## src/rtl/uart_giris_cikis_birimi_pkg.sv

```systemverilog
// Shared definitions for the memory-mapped UART I/O responder: register
// offsets, status bit positions, FSM state types and the bit-period helper.
package uart_giris_cikis_birimi_pkg;

    // Upper address code of the I/O region served by this block.
    localparam logic [2:0] IO_BOLGE_KODU = 3'b010;

    // Word register offsets, decoded from address bits [3:2].
    localparam logic [1:0] REG_KONTROL = 2'd0;
    localparam logic [1:0] REG_DURUM   = 2'd1;
    localparam logic [1:0] REG_OKU     = 2'd2;
    localparam logic [1:0] REG_YAZ     = 2'd3;

    // Bit positions inside the DURUM register.
    localparam int DURUM_TX_BOS  = 0;
    localparam int DURUM_TX_DOLU = 1;
    localparam int DURUM_RX_BOS  = 2;
    localparam int DURUM_RX_DOLU = 3;

    typedef enum logic {
        BOSTA,
        YANIT
    } bus_durum_e;

    typedef enum logic [1:0] {
        TX_BOS,
        TX_BASLA,
        TX_VERI,
        TX_DUR
    } tx_durum_e;

    typedef enum logic [1:0] {
        RX_BOS,
        RX_BASLA,
        RX_VERI,
        RX_DUR
    } rx_durum_e;

    // A divisor below 2 would make a mid-bit sample point impossible.
    function automatic logic [15:0] bit_suresi(input logic [15:0] bol);
        return (bol < 16'd2) ? 16'd2 : bol;
    endfunction

endpackage

```

## src/rtl/uart_giris_cikis_birimi_if.sv

```systemverilog
// Core-side load/store bus of the I/O responder. Signal suffixes are seen
// from the responder (slave) side.
interface uart_giris_cikis_birimi_if;
    import uart_giris_cikis_birimi_pkg::*;

    logic        giris_cikis_aktif_i;
    logic        bellege_yaz_i;
    logic [31:0] bellek_adresi_i;
    logic [31:0] yazilacak_veri_i;
    logic [31:0] okunan_veri_o;
    logic        veri_gecerli_o;
    logic        durdur_o;

    modport slave (
        input  giris_cikis_aktif_i,
        input  bellege_yaz_i,
        input  bellek_adresi_i,
        input  yazilacak_veri_i,
        output okunan_veri_o,
        output veri_gecerli_o,
        output durdur_o
    );

    modport master (
        output giris_cikis_aktif_i,
        output bellege_yaz_i,
        output bellek_adresi_i,
        output yazilacak_veri_i,
        input  okunan_veri_o,
        input  veri_gecerli_o,
        input  durdur_o
    );
endinterface

```

## src/rtl/uart_giris_cikis_birimi_fifo.sv

```systemverilog
// Synchronous first-word-fall-through FIFO. A push while full is accepted
// only when a pop happens in the same cycle, so the count stays unchanged.
module es_zamanli_fifo
    import uart_giris_cikis_birimi_pkg::*;
#(
    parameter int WIDTH = 8,
    parameter int DEPTH = 32
) (
    input  logic             clk_i,
    input  logic             rst_i,
    input  logic             push_i,
    input  logic [WIDTH-1:0] din_i,
    input  logic             pop_i,
    output logic [WIDTH-1:0] dout_o,
    output logic             full_o,
    output logic             empty_o
);
    localparam int AW = $clog2(DEPTH);

    logic [WIDTH-1:0] mem_q [DEPTH];
    logic [AW:0]      wr_ptr_q;
    logic [AW:0]      rd_ptr_q;
    logic             yaz;
    logic             oku;

    assign empty_o = (wr_ptr_q == rd_ptr_q);
    assign full_o  = (wr_ptr_q[AW] != rd_ptr_q[AW]) &&
                     (wr_ptr_q[AW-1:0] == rd_ptr_q[AW-1:0]);
    assign oku     = pop_i & ~empty_o;
    assign yaz     = push_i & (~full_o | oku);
    assign dout_o  = mem_q[rd_ptr_q[AW-1:0]];

    // Storage array, written only on an accepted push.
    always_ff @(posedge clk_i) begin
        if (yaz) begin
            mem_q[wr_ptr_q[AW-1:0]] <= din_i;
        end
    end

    // Read/write pointers with one extra wrap bit for full/empty.
    always_ff @(posedge clk_i) begin
        if (!rst_i) begin
            wr_ptr_q <= '0;
            rd_ptr_q <= '0;
        end else begin
            if (yaz) wr_ptr_q <= wr_ptr_q + 1'b1;
            if (oku) rd_ptr_q <= rd_ptr_q + 1'b1;
        end
    end
endmodule

```

## src/rtl/uart_giris_cikis_birimi.sv

```systemverilog
// Memory-mapped UART responder: bus FSM with one-cycle response, control
// register, 8N1 transmitter and receiver with TX/RX FIFOs.
module uart_giris_cikis_birimi
    import uart_giris_cikis_birimi_pkg::*;
#(
    parameter int          FIFO_DERINLIK  = 32,
    parameter logic [15:0] VARSAYILAN_BOL = 16'd868
) (
    input  logic                      clk_i,
    input  logic                      rst_i,
    uart_giris_cikis_birimi_if.slave  bus,
    output logic                      uart_tx_o,
    input  logic                      uart_rx_i
);
    // Control register
    logic [15:0] baud_bol_q;
    logic        rx_en_q;
    logic        tx_en_q;
    logic        ctrl_yaz;

    // Bus side
    bus_durum_e  bus_durum_q, bus_durum_d;
    logic [31:0] okunan_veri_q, okunan_veri_d;
    logic        tx_push_bus;
    logic        rx_pop_bus;
    logic [31:0] durum_kelime;

    // FIFO status/data
    logic [7:0]  tx_dout, rx_dout;
    logic        tx_dolu, tx_bos, rx_dolu, rx_bos;

    // Transmitter
    tx_durum_e   tx_durum_q, tx_durum_d;
    logic [15:0] tx_sayac_q, tx_sayac_d;
    logic [2:0]  tx_bit_q, tx_bit_d;
    logic [7:0]  tx_kaydirma_q, tx_kaydirma_d;
    logic        tx_hat_q, tx_hat_d;
    logic        tx_pop;

    // Receiver
    logic        rx_s1_q, rx_s2_q, rx_onceki_q;
    rx_durum_e   rx_durum_q, rx_durum_d;
    logic [15:0] rx_sayac_q, rx_sayac_d;
    logic [2:0]  rx_bit_q, rx_bit_d;
    logic [7:0]  rx_kaydirma_q, rx_kaydirma_d;
    logic        rx_push;

    // Bit timing, re-read at every bit start so divisor changes land cleanly.
    logic [15:0] tam_sure;
    logic [15:0] yarim_sure;
    assign tam_sure   = bit_suresi(baud_bol_q) - 16'd1;
    assign yarim_sure = (bit_suresi(baud_bol_q) >> 1) - 16'd1;

    es_zamanli_fifo #(.WIDTH(8), .DEPTH(FIFO_DERINLIK)) u_tx_fifo (
        .clk_i   (clk_i),
        .rst_i   (rst_i),
        .push_i  (tx_push_bus),
        .din_i   (bus.yazilacak_veri_i[7:0]),
        .pop_i   (tx_pop),
        .dout_o  (tx_dout),
        .full_o  (tx_dolu),
        .empty_o (tx_bos)
    );

    es_zamanli_fifo #(.WIDTH(8), .DEPTH(FIFO_DERINLIK)) u_rx_fifo (
        .clk_i   (clk_i),
        .rst_i   (rst_i),
        .push_i  (rx_push),
        .din_i   (rx_kaydirma_q),
        .pop_i   (rx_pop_bus),
        .dout_o  (rx_dout),
        .full_o  (rx_dolu),
        .empty_o (rx_bos)
    );

    // Status word assembly.
    always_comb begin
        durum_kelime                = '0;
        durum_kelime[DURUM_TX_BOS]  = tx_bos;
        durum_kelime[DURUM_TX_DOLU] = tx_dolu;
        durum_kelime[DURUM_RX_BOS]  = rx_bos;
        durum_kelime[DURUM_RX_DOLU] = rx_dolu;
    end

    assign bus.okunan_veri_o  = okunan_veri_q;
    assign bus.veri_gecerli_o = (bus_durum_q == YANIT);
    assign bus.durdur_o       = bus.giris_cikis_aktif_i & ~bus.veri_gecerli_o;
    assign uart_tx_o          = tx_hat_q;

    // Bus FSM state and response data registers.
    always_ff @(posedge clk_i) begin
        if (!rst_i) begin
            bus_durum_q   <= BOSTA;
            okunan_veri_q <= '0;
        end else begin
            bus_durum_q   <= bus_durum_d;
            okunan_veri_q <= okunan_veri_d;
        end
    end

    // Request decode: side effects fire only on the accepting BOSTA cycle.
    always_comb begin
        bus_durum_d   = bus_durum_q;
        okunan_veri_d = okunan_veri_q;
        ctrl_yaz      = 1'b0;
        tx_push_bus   = 1'b0;
        rx_pop_bus    = 1'b0;
        case (bus_durum_q)
            BOSTA: begin
                if (bus.giris_cikis_aktif_i) begin
                    bus_durum_d   = YANIT;
                    okunan_veri_d = '0;
                    case (bus.bellek_adresi_i[3:2])
                        REG_KONTROL: begin
                            if (bus.bellege_yaz_i) ctrl_yaz = 1'b1;
                            else okunan_veri_d = {baud_bol_q, 14'b0, rx_en_q, tx_en_q};
                        end
                        REG_DURUM: begin
                            if (!bus.bellege_yaz_i) okunan_veri_d = durum_kelime;
                        end
                        REG_OKU: begin
                            if (!bus.bellege_yaz_i && !rx_bos) begin
                                rx_pop_bus    = 1'b1;
                                okunan_veri_d = {24'b0, rx_dout};
                            end
                        end
                        REG_YAZ: begin
                            if (bus.bellege_yaz_i) tx_push_bus = 1'b1;
                        end
                        default: ;
                    endcase
                end
            end
            YANIT:   bus_durum_d = BOSTA;
            default: bus_durum_d = BOSTA;
        endcase
    end

    // Control register: divisor and enables.
    always_ff @(posedge clk_i) begin
        if (!rst_i) begin
            baud_bol_q <= VARSAYILAN_BOL;
            rx_en_q    <= 1'b0;
            tx_en_q    <= 1'b0;
        end else if (ctrl_yaz) begin
            baud_bol_q <= bus.yazilacak_veri_i[31:16];
            rx_en_q    <= bus.yazilacak_veri_i[1];
            tx_en_q    <= bus.yazilacak_veri_i[0];
        end
    end

    // Transmitter state registers; the line idles high.
    always_ff @(posedge clk_i) begin
        if (!rst_i) begin
            tx_durum_q    <= TX_BOS;
            tx_sayac_q    <= '0;
            tx_bit_q      <= '0;
            tx_kaydirma_q <= '0;
            tx_hat_q      <= 1'b1;
        end else begin
            tx_durum_q    <= tx_durum_d;
            tx_sayac_q    <= tx_sayac_d;
            tx_bit_q      <= tx_bit_d;
            tx_kaydirma_q <= tx_kaydirma_d;
            tx_hat_q      <= tx_hat_d;
        end
    end

    // Transmitter sequencing: start, 8 data bits LSB first, stop.
    always_comb begin
        tx_durum_d    = tx_durum_q;
        tx_sayac_d    = tx_sayac_q;
        tx_bit_d      = tx_bit_q;
        tx_kaydirma_d = tx_kaydirma_q;
        tx_hat_d      = tx_hat_q;
        tx_pop        = 1'b0;
        case (tx_durum_q)
            TX_BOS: begin
                tx_hat_d = 1'b1;
                if (tx_en_q && !tx_bos) begin
                    tx_pop        = 1'b1;
                    tx_kaydirma_d = tx_dout;
                    tx_hat_d      = 1'b0;
                    tx_sayac_d    = tam_sure;
                    tx_durum_d    = TX_BASLA;
                end
            end
            TX_BASLA: begin
                if (tx_sayac_q == 16'd0) begin
                    tx_hat_d      = tx_kaydirma_q[0];
                    tx_kaydirma_d = tx_kaydirma_q >> 1;
                    tx_bit_d      = 3'd0;
                    tx_sayac_d    = tam_sure;
                    tx_durum_d    = TX_VERI;
                end else begin
                    tx_sayac_d = tx_sayac_q - 16'd1;
                end
            end
            TX_VERI: begin
                if (tx_sayac_q == 16'd0) begin
                    tx_sayac_d = tam_sure;
                    if (tx_bit_q == 3'd7) begin
                        tx_hat_d   = 1'b1;
                        tx_durum_d = TX_DUR;
                    end else begin
                        tx_hat_d      = tx_kaydirma_q[0];
                        tx_kaydirma_d = tx_kaydirma_q >> 1;
                        tx_bit_d      = tx_bit_q + 3'd1;
                    end
                end else begin
                    tx_sayac_d = tx_sayac_q - 16'd1;
                end
            end
            TX_DUR: begin
                if (tx_sayac_q == 16'd0) tx_durum_d = TX_BOS;
                else tx_sayac_d = tx_sayac_q - 16'd1;
            end
            default: tx_durum_d = TX_BOS;
        endcase
    end

    // Two-flop synchronizer for the asynchronous serial input, plus edge history.
    always_ff @(posedge clk_i) begin
        if (!rst_i) begin
            rx_s1_q     <= 1'b1;
            rx_s2_q     <= 1'b1;
            rx_onceki_q <= 1'b1;
        end else begin
            rx_s1_q     <= uart_rx_i;
            rx_s2_q     <= rx_s1_q;
            rx_onceki_q <= rx_s2_q;
        end
    end

    // Receiver state registers.
    always_ff @(posedge clk_i) begin
        if (!rst_i) begin
            rx_durum_q    <= RX_BOS;
            rx_sayac_q    <= '0;
            rx_bit_q      <= '0;
            rx_kaydirma_q <= '0;
        end else begin
            rx_durum_q    <= rx_durum_d;
            rx_sayac_q    <= rx_sayac_d;
            rx_bit_q      <= rx_bit_d;
            rx_kaydirma_q <= rx_kaydirma_d;
        end
    end

    // Receiver sequencing: start validation at half period, then mid-bit samples.
    always_comb begin
        rx_durum_d    = rx_durum_q;
        rx_sayac_d    = rx_sayac_q;
        rx_bit_d      = rx_bit_q;
        rx_kaydirma_d = rx_kaydirma_q;
        rx_push       = 1'b0;
        case (rx_durum_q)
            RX_BOS: begin
                if (rx_en_q && rx_onceki_q && !rx_s2_q) begin
                    rx_durum_d = RX_BASLA;
                    rx_sayac_d = yarim_sure;
                end
            end
            RX_BASLA: begin
                if (rx_sayac_q == 16'd0) begin
                    if (rx_s2_q) begin
                        rx_durum_d = RX_BOS;
                    end else begin
                        rx_durum_d = RX_VERI;
                        rx_sayac_d = tam_sure;
                        rx_bit_d   = 3'd0;
                    end
                end else begin
                    rx_sayac_d = rx_sayac_q - 16'd1;
                end
            end
            RX_VERI: begin
                if (rx_sayac_q == 16'd0) begin
                    rx_kaydirma_d = {rx_s2_q, rx_kaydirma_q[7:1]};
                    rx_sayac_d    = tam_sure;
                    if (rx_bit_q == 3'd7) rx_durum_d = RX_DUR;
                    else rx_bit_d = rx_bit_q + 3'd1;
                end else begin
                    rx_sayac_d = rx_sayac_q - 16'd1;
                end
            end
            RX_DUR: begin
                if (rx_sayac_q == 16'd0) begin
                    rx_push    = rx_s2_q;
                    rx_durum_d = RX_BOS;
                end else begin
                    rx_sayac_d = rx_sayac_q - 16'd1;
                end
            end
            default: rx_durum_d = RX_BOS;
        endcase
    end
endmodule

```

## src/flat_wrapper.sv

```systemverilog
// flat-port wrapper written by rule: the top's interface ports become plain ports
module uart_giris_cikis_birimi_flat import uart_giris_cikis_birimi_pkg::*;
#(
    parameter int          FIFO_DERINLIK  = 32,
    parameter logic [15:0] VARSAYILAN_BOL = 16'd868
)
  (clk_i, rst_i, uart_tx_o, uart_rx_i, bus_giris_cikis_aktif_i, bus_bellege_yaz_i, bus_bellek_adresi_i, bus_yazilacak_veri_i, bus_okunan_veri_o, bus_veri_gecerli_o, bus_durdur_o);
  uart_giris_cikis_birimi_if bus_i ();
  input  logic clk_i;
  input  logic rst_i;
  output logic uart_tx_o;
  input  logic uart_rx_i;
  input wire logic [$bits(bus_i.giris_cikis_aktif_i)-1:0] bus_giris_cikis_aktif_i;
  input wire logic [$bits(bus_i.bellege_yaz_i)-1:0] bus_bellege_yaz_i;
  input wire logic [$bits(bus_i.bellek_adresi_i)-1:0] bus_bellek_adresi_i;
  input wire logic [$bits(bus_i.yazilacak_veri_i)-1:0] bus_yazilacak_veri_i;
  output wire logic [$bits(bus_i.okunan_veri_o)-1:0] bus_okunan_veri_o;
  output wire logic [$bits(bus_i.veri_gecerli_o)-1:0] bus_veri_gecerli_o;
  output wire logic [$bits(bus_i.durdur_o)-1:0] bus_durdur_o;
  assign bus_i.giris_cikis_aktif_i = bus_giris_cikis_aktif_i;
  assign bus_i.bellege_yaz_i = bus_bellege_yaz_i;
  assign bus_i.bellek_adresi_i = bus_bellek_adresi_i;
  assign bus_i.yazilacak_veri_i = bus_yazilacak_veri_i;
  assign bus_okunan_veri_o = bus_i.okunan_veri_o;
  assign bus_veri_gecerli_o = bus_i.veri_gecerli_o;
  assign bus_durdur_o = bus_i.durdur_o;
  uart_giris_cikis_birimi #(.FIFO_DERINLIK(FIFO_DERINLIK), .VARSAYILAN_BOL(VARSAYILAN_BOL)) u_core (.clk_i(clk_i), .rst_i(rst_i), .bus(bus_i), .uart_tx_o(uart_tx_o), .uart_rx_i(uart_rx_i));
endmodule
```

## config.mk

```make
export PLATFORM = sky130hd
export DESIGN_NAME = uart_giris_cikis_birimi_flat
export DESIGN_NICKNAME = d
export VERILOG_FILES = /design/src/rtl/uart_giris_cikis_birimi_pkg.sv /design/src/rtl/uart_giris_cikis_birimi_if.sv /design/src/rtl/uart_giris_cikis_birimi_fifo.sv /design/src/rtl/uart_giris_cikis_birimi.sv /design/src/flat_wrapper.sv
export SDC_FILE = /design/constraint.sdc
export NUM_CORES = 1
export LEC_CHECK = 0
export BUFFER_PORTS_ARGS = -buffer_cell sky130_fd_sc_hd__buf_2
export CORE_ASPECT_RATIO = 0.6
export CORE_MARGIN = 3
export CORE_UTILIZATION = 55
export DETAILED_ROUTE_END_ITERATION = 10
export HOLD_SLACK_MARGIN = 0.12
export PLACE_DENSITY = 0.8
export SLEW_MARGIN = 15
export SYNTH_ARGS = -nofsm -noshare
export SYNTH_HDL_FRONTEND = slang
export SYNTH_SLANG_ARGS = --single-unit
```

## constraint.sdc

```tcl
create_clock -name clk_i -period 3.8 [get_ports clk_i]
set_input_delay 0.38 -clock clk_i [delete_from_list [all_inputs] [get_ports clk_i]]
set_output_delay 0.38 -clock clk_i [all_outputs]
set_load 0.005 [all_outputs]
```

==> flow_metrics.env <==
export IMPL_status="finished clean"
export IMPL_cts_tree="yes"
export IMPL_layout_cells_non_filler=2530
export IMPL_insertion_delay_ps=620
export IMPL_cp_required_ps=4300
export IMPL_cp_cell_sequence="nor4_4 > and3_1 > nand2_1 > nand2_1 > ha_1 > nor3b_2 > nand2_1 > or3_1 > xor2_1 > o211ai_1 > a32o_1"
export IMPL_fin_util_pct=62.7
export IMPL_grt_use_met1_pct=38.7
export IMPL_relSlewSlack_pct=22.9
export IMPL_nNetsFinal=1941
export IMPL_place_gp_congestion=0.918
export IMPL_pin_count=104
export IMPL_slowest_stage="nor4_4"
export IMPL_die_w_um=294
export IMPL_top_usage_layer="met1"
export IMPL_drc=0
export IMPL_start_kind="register"
export IMPL_yosys_cell_count_top_type="edfxtp_1"
export IMPL_grt_pass1_wl_um=98600
export IMPL_htreeDepth=2
export IMPL_placed_cells=2405
export IMPL_hp_class="primary input to register"
export IMPL_synthTopCellsByCount="edfxtp_1 (512), nor2_1 (160), mux4_2 (143), dfxtp_1 (139), nand2_1 (108)"
export IMPL_first_iter_violations=2374
export IMPL_rows=62
export IMPL_crit_buf_inv=0
export IMPL_finalWirelength_um=64900
export IMPL_syn_avg_cell_area_um2=15.5
export IMPL_wl_per_cell_um=25.7
export IMPL_synth_seq_cells=651
export IMPL_antenna_found_initial=4
export IMPL_hpwlAfterDp_um=42000
export IMPL_vdd_drop_max_mv=0.384
export IMPL_worst_pin_slew_ps=1150
export IMPL_cp_top_family="simple AND/OR/NAND/NOR gates"
export IMPL_final_cell_area_um2=30400
export IMPL_cts_num_sinks=651
export IMPL_firstDrtPassIters=5
export IMPL_start_util_pct=56.4
export IMPL_path_clk_slew_ps=60
export IMPL_maxCapViolations=0
export IMPL_ys_top_cells_by_area="edfxtp_1 (56%), mux4_2 (12%), dfxtp_1 (10%)"
export IMPL_critPathMaxStageDelay_ps=480
export IMPL_worst_setup_path_end_kind="register"
export IMPL_skew_ps=19.3
export IMPL_yosysWarnings=0
export IMPL_max_freq_mhz=295
export IMPL_fin_crit_ps=3390
export IMPL_die_h_um=179
export IMPL_cts_buffers=56
export IMPL_rsz0062_at_grt="no"
export IMPL_core_um2=48500
export IMPL_seq_area_frac_synth_pct=66.4
export IMPL_cp_max_fo=10
export IMPL_port_buffers=57
export IMPL_synth_cells=1758
export IMPL_post_route_period_util_pct=89.2
export IMPL_synth_top_area_cell="edfxtp_1"
export IMPL_dr_total_vias=16500
export IMPL_cp_arrival_ps=3890
export IMPL_synthFlopType="edfxtp_1"
export IMPL_slew_violations=0
export IMPL_ff2ff_setup_slack_ps=410
export IMPL_tns_ps=0
export IMPL_grt_overflow=0
export IMPL_place_area_um2=28300
export IMPL_timing_critical_path_mode_cell="nand2_1"
export IMPL_pwr_density_cell_nw_per_um2=462
export IMPL_setup_viol=0
export IMPL_synth_area_um2=27300
export IMPL_cts_buffer_depth=3
export IMPL_grt_max_degree=51
export IMPL_critPathKind="register to register"
export IMPL_synthToLayoutAreaGrowth_pct=11.2
export IMPL_die_area_um2=52500
export IMPL_yosysTopAreaCellShare_pct=56.3
export IMPL_postRouteAntennaNets=0
export IMPL_grt_pass1_vias=15900
export IMPL_grtUsageMet2_pct=36.7
export IMPL_grt_use_met3_pct=4.73
export IMPL_final_layout_size_suffix_gt1_share_pct=20.9
export IMPL_gr_usage_all_layers_pct=24.9
export IMPL_finalHoldViolCount=0
export IMPL_cts_root_buf="clkbuf_16"
export IMPL_synth_edf_count=512
export IMPL_p_leak_nw=9.85
export IMPL_async_flop_share_pct=0
export IMPL_synth_distinct_cells=86
export IMPL_via_per_inst=6.51
-- cell families (layout without fill, tap and decap cells) --
logic type / after synthesis / count (layout) / synth area share [%]
flops: 651 / 651 / 66.4
mux: 166 / 166 / 12.6
buf+inv: 145 / 268 / 2.66
other cells: 1 / 10 / 0.0137
simple gates: 448 / 448 / 8.24
xor+xnor: 63 / 63 / 2.02
compound gates: 253 / 253 / 6.57
fa+ha+maj: 31 / 31 / 1.42
-- power by group --
part,switching (mW),leakage (nW),total (mW),internal [mW]
Combinational,0.406,3.13,0.602,0.195
Sequential,0.0410,5.80,7.68,7.64
Clock,2.55,0.918,5.74,3.19
-- state kept, by name, summed over array words and instances, names as in the netlist, 2 cells and up, named ones only --
| name | cells |
|---|---|
| u_core.u_rx_fifo.rd_ptr_q | 6 |
| u_core.tx_durum_q | 2 |
| u_core.u_rx_fifo.mem_q | 256 |
| u_core.rx_kaydirma_q | 8 |
| u_core.tx_bit_q | 3 |
| u_core.u_rx_fifo.wr_ptr_q | 6 |
| u_core.u_tx_fifo.wr_ptr_q | 6 |
| u_core.u_tx_fifo.mem_q | 256 |
| u_core.tx_sayac_q | 16 |
| u_core.rx_bit_q | 3 |
| u_core.bus.okunan_veri_o | 24 |
| u_core.rx_sayac_q | 16 |
| u_core.baud_bol_q | 16 |
| u_core.u_tx_fifo.rd_ptr_q | 6 |
| u_core.tx_kaydirma_q | 8 |
-- cells in the final DEF, fill, tap and decap left out, types with 6 or more instances in the layout --
| cell type | instances |
|---|---|
| xor2_1 | 36 |
| o221ai_1 | 6 |
| and3_1 | 8 |
| a22oi_1 | 49 |
| or3b_2 | 6 |
| mux4_2 | 143 |
| dlygate4sd3_1 | 17 |
| nand2_1 | 108 |
| o211ai_1 | 11 |
| clkbuf_16 | 58 |
| nand4_1 | 17 |
| clkbuf_8 | 16 |
| a32oi_1 | 8 |
| nand3b_1 | 6 |
| o21ai_0 | 30 |
| nor2_1 | 160 |
| nor4_1 | 10 |
| o21a_1 | 7 |
| nand3_1 | 44 |
| a32o_1 | 12 |
| clkinv_2 | 7 |
| a21oi_1 | 63 |
| inv_1 | 35 |
| dfxtp_1 | 127 |
| conb_1 | 8 |
| dfxtp_2 | 10 |
| nor3_1 | 19 |
| clkbuf_1 | 11 |
| buf_2 | 57 |
| xnor2_1 | 27 |
| or3_1 | 7 |
| mux2i_1 | 23 |
| clkinv_1 | 7 |
| o22ai_1 | 10 |
| buf_4 | 47 |
| nand2b_1 | 12 |
| ha_1 | 31 |
| edfxtp_1 | 512 |
| o31ai_1 | 6 |
-- per-layer routing --
| metal | wire length [um] | share of wire [%] |
|---|---|---|
| met4 | 1360 | 2.1 |
| met1 | 27900 | 43 |
| met3 | 6840 | 11 |
| met2 | 28800 | 44 |
| met5 | 12 | 0.018 |
-- repair_timing --
| item | 4_1_cts | 5_1_grt |
|---|---|---|
| endpoints found under the hold margin | 17 | 0 |
| buffers inserted | 0 | 0 |
| gates resized for setup | 0 | 0 |
| hold buffers | 17 | 0 |
-- layout make-up --
type	instances	area, um^2
Sequential cell	651	18200
Fill cell	3332	18100
Multi-Input combinational cell	969	8480
Clock buffer	85	1710
Timing Repair Buffer	126	900
Tap cell	640	801
Clock inverter	20	168
Inverter	37	139
Antenna cell	2	5.00
-- worst min-delay path, delay by kind of cell --
kind,cells,cell delay [ps]
simple gates,2,170
buf+inv,1,170
compound gates,1,50
-- path summary, 6_finish.rpt --
check	startpoint	cells after the start	endpoint
worst max-delay path	u_core.baud_bol_q[11]	11	u_core.rx_sayac_q[10]
worst min register to register	u_core.rx_s1_q	1	u_core.rx_s2_q
worst max register to register	u_core.baud_bol_q[11]	11	u_core.rx_sayac_q[10]
worst min-delay path	bus_bellek_adresi_i[3]	4	u_core.baud_bol_q[15]
-- stage by stage --
step	total power [mW]	hold WS, ps	setup slack (ps)
6_report	14.0	225	410
5_1_grt	14.4	245	159
4_1_cts	14.1	260	435
3_5_place_dp	8.40	397	463
3_3_place_gp	8.40	407	512
2_1_floorplan	8.23	386	999
(Power assumes the default switching activity.)
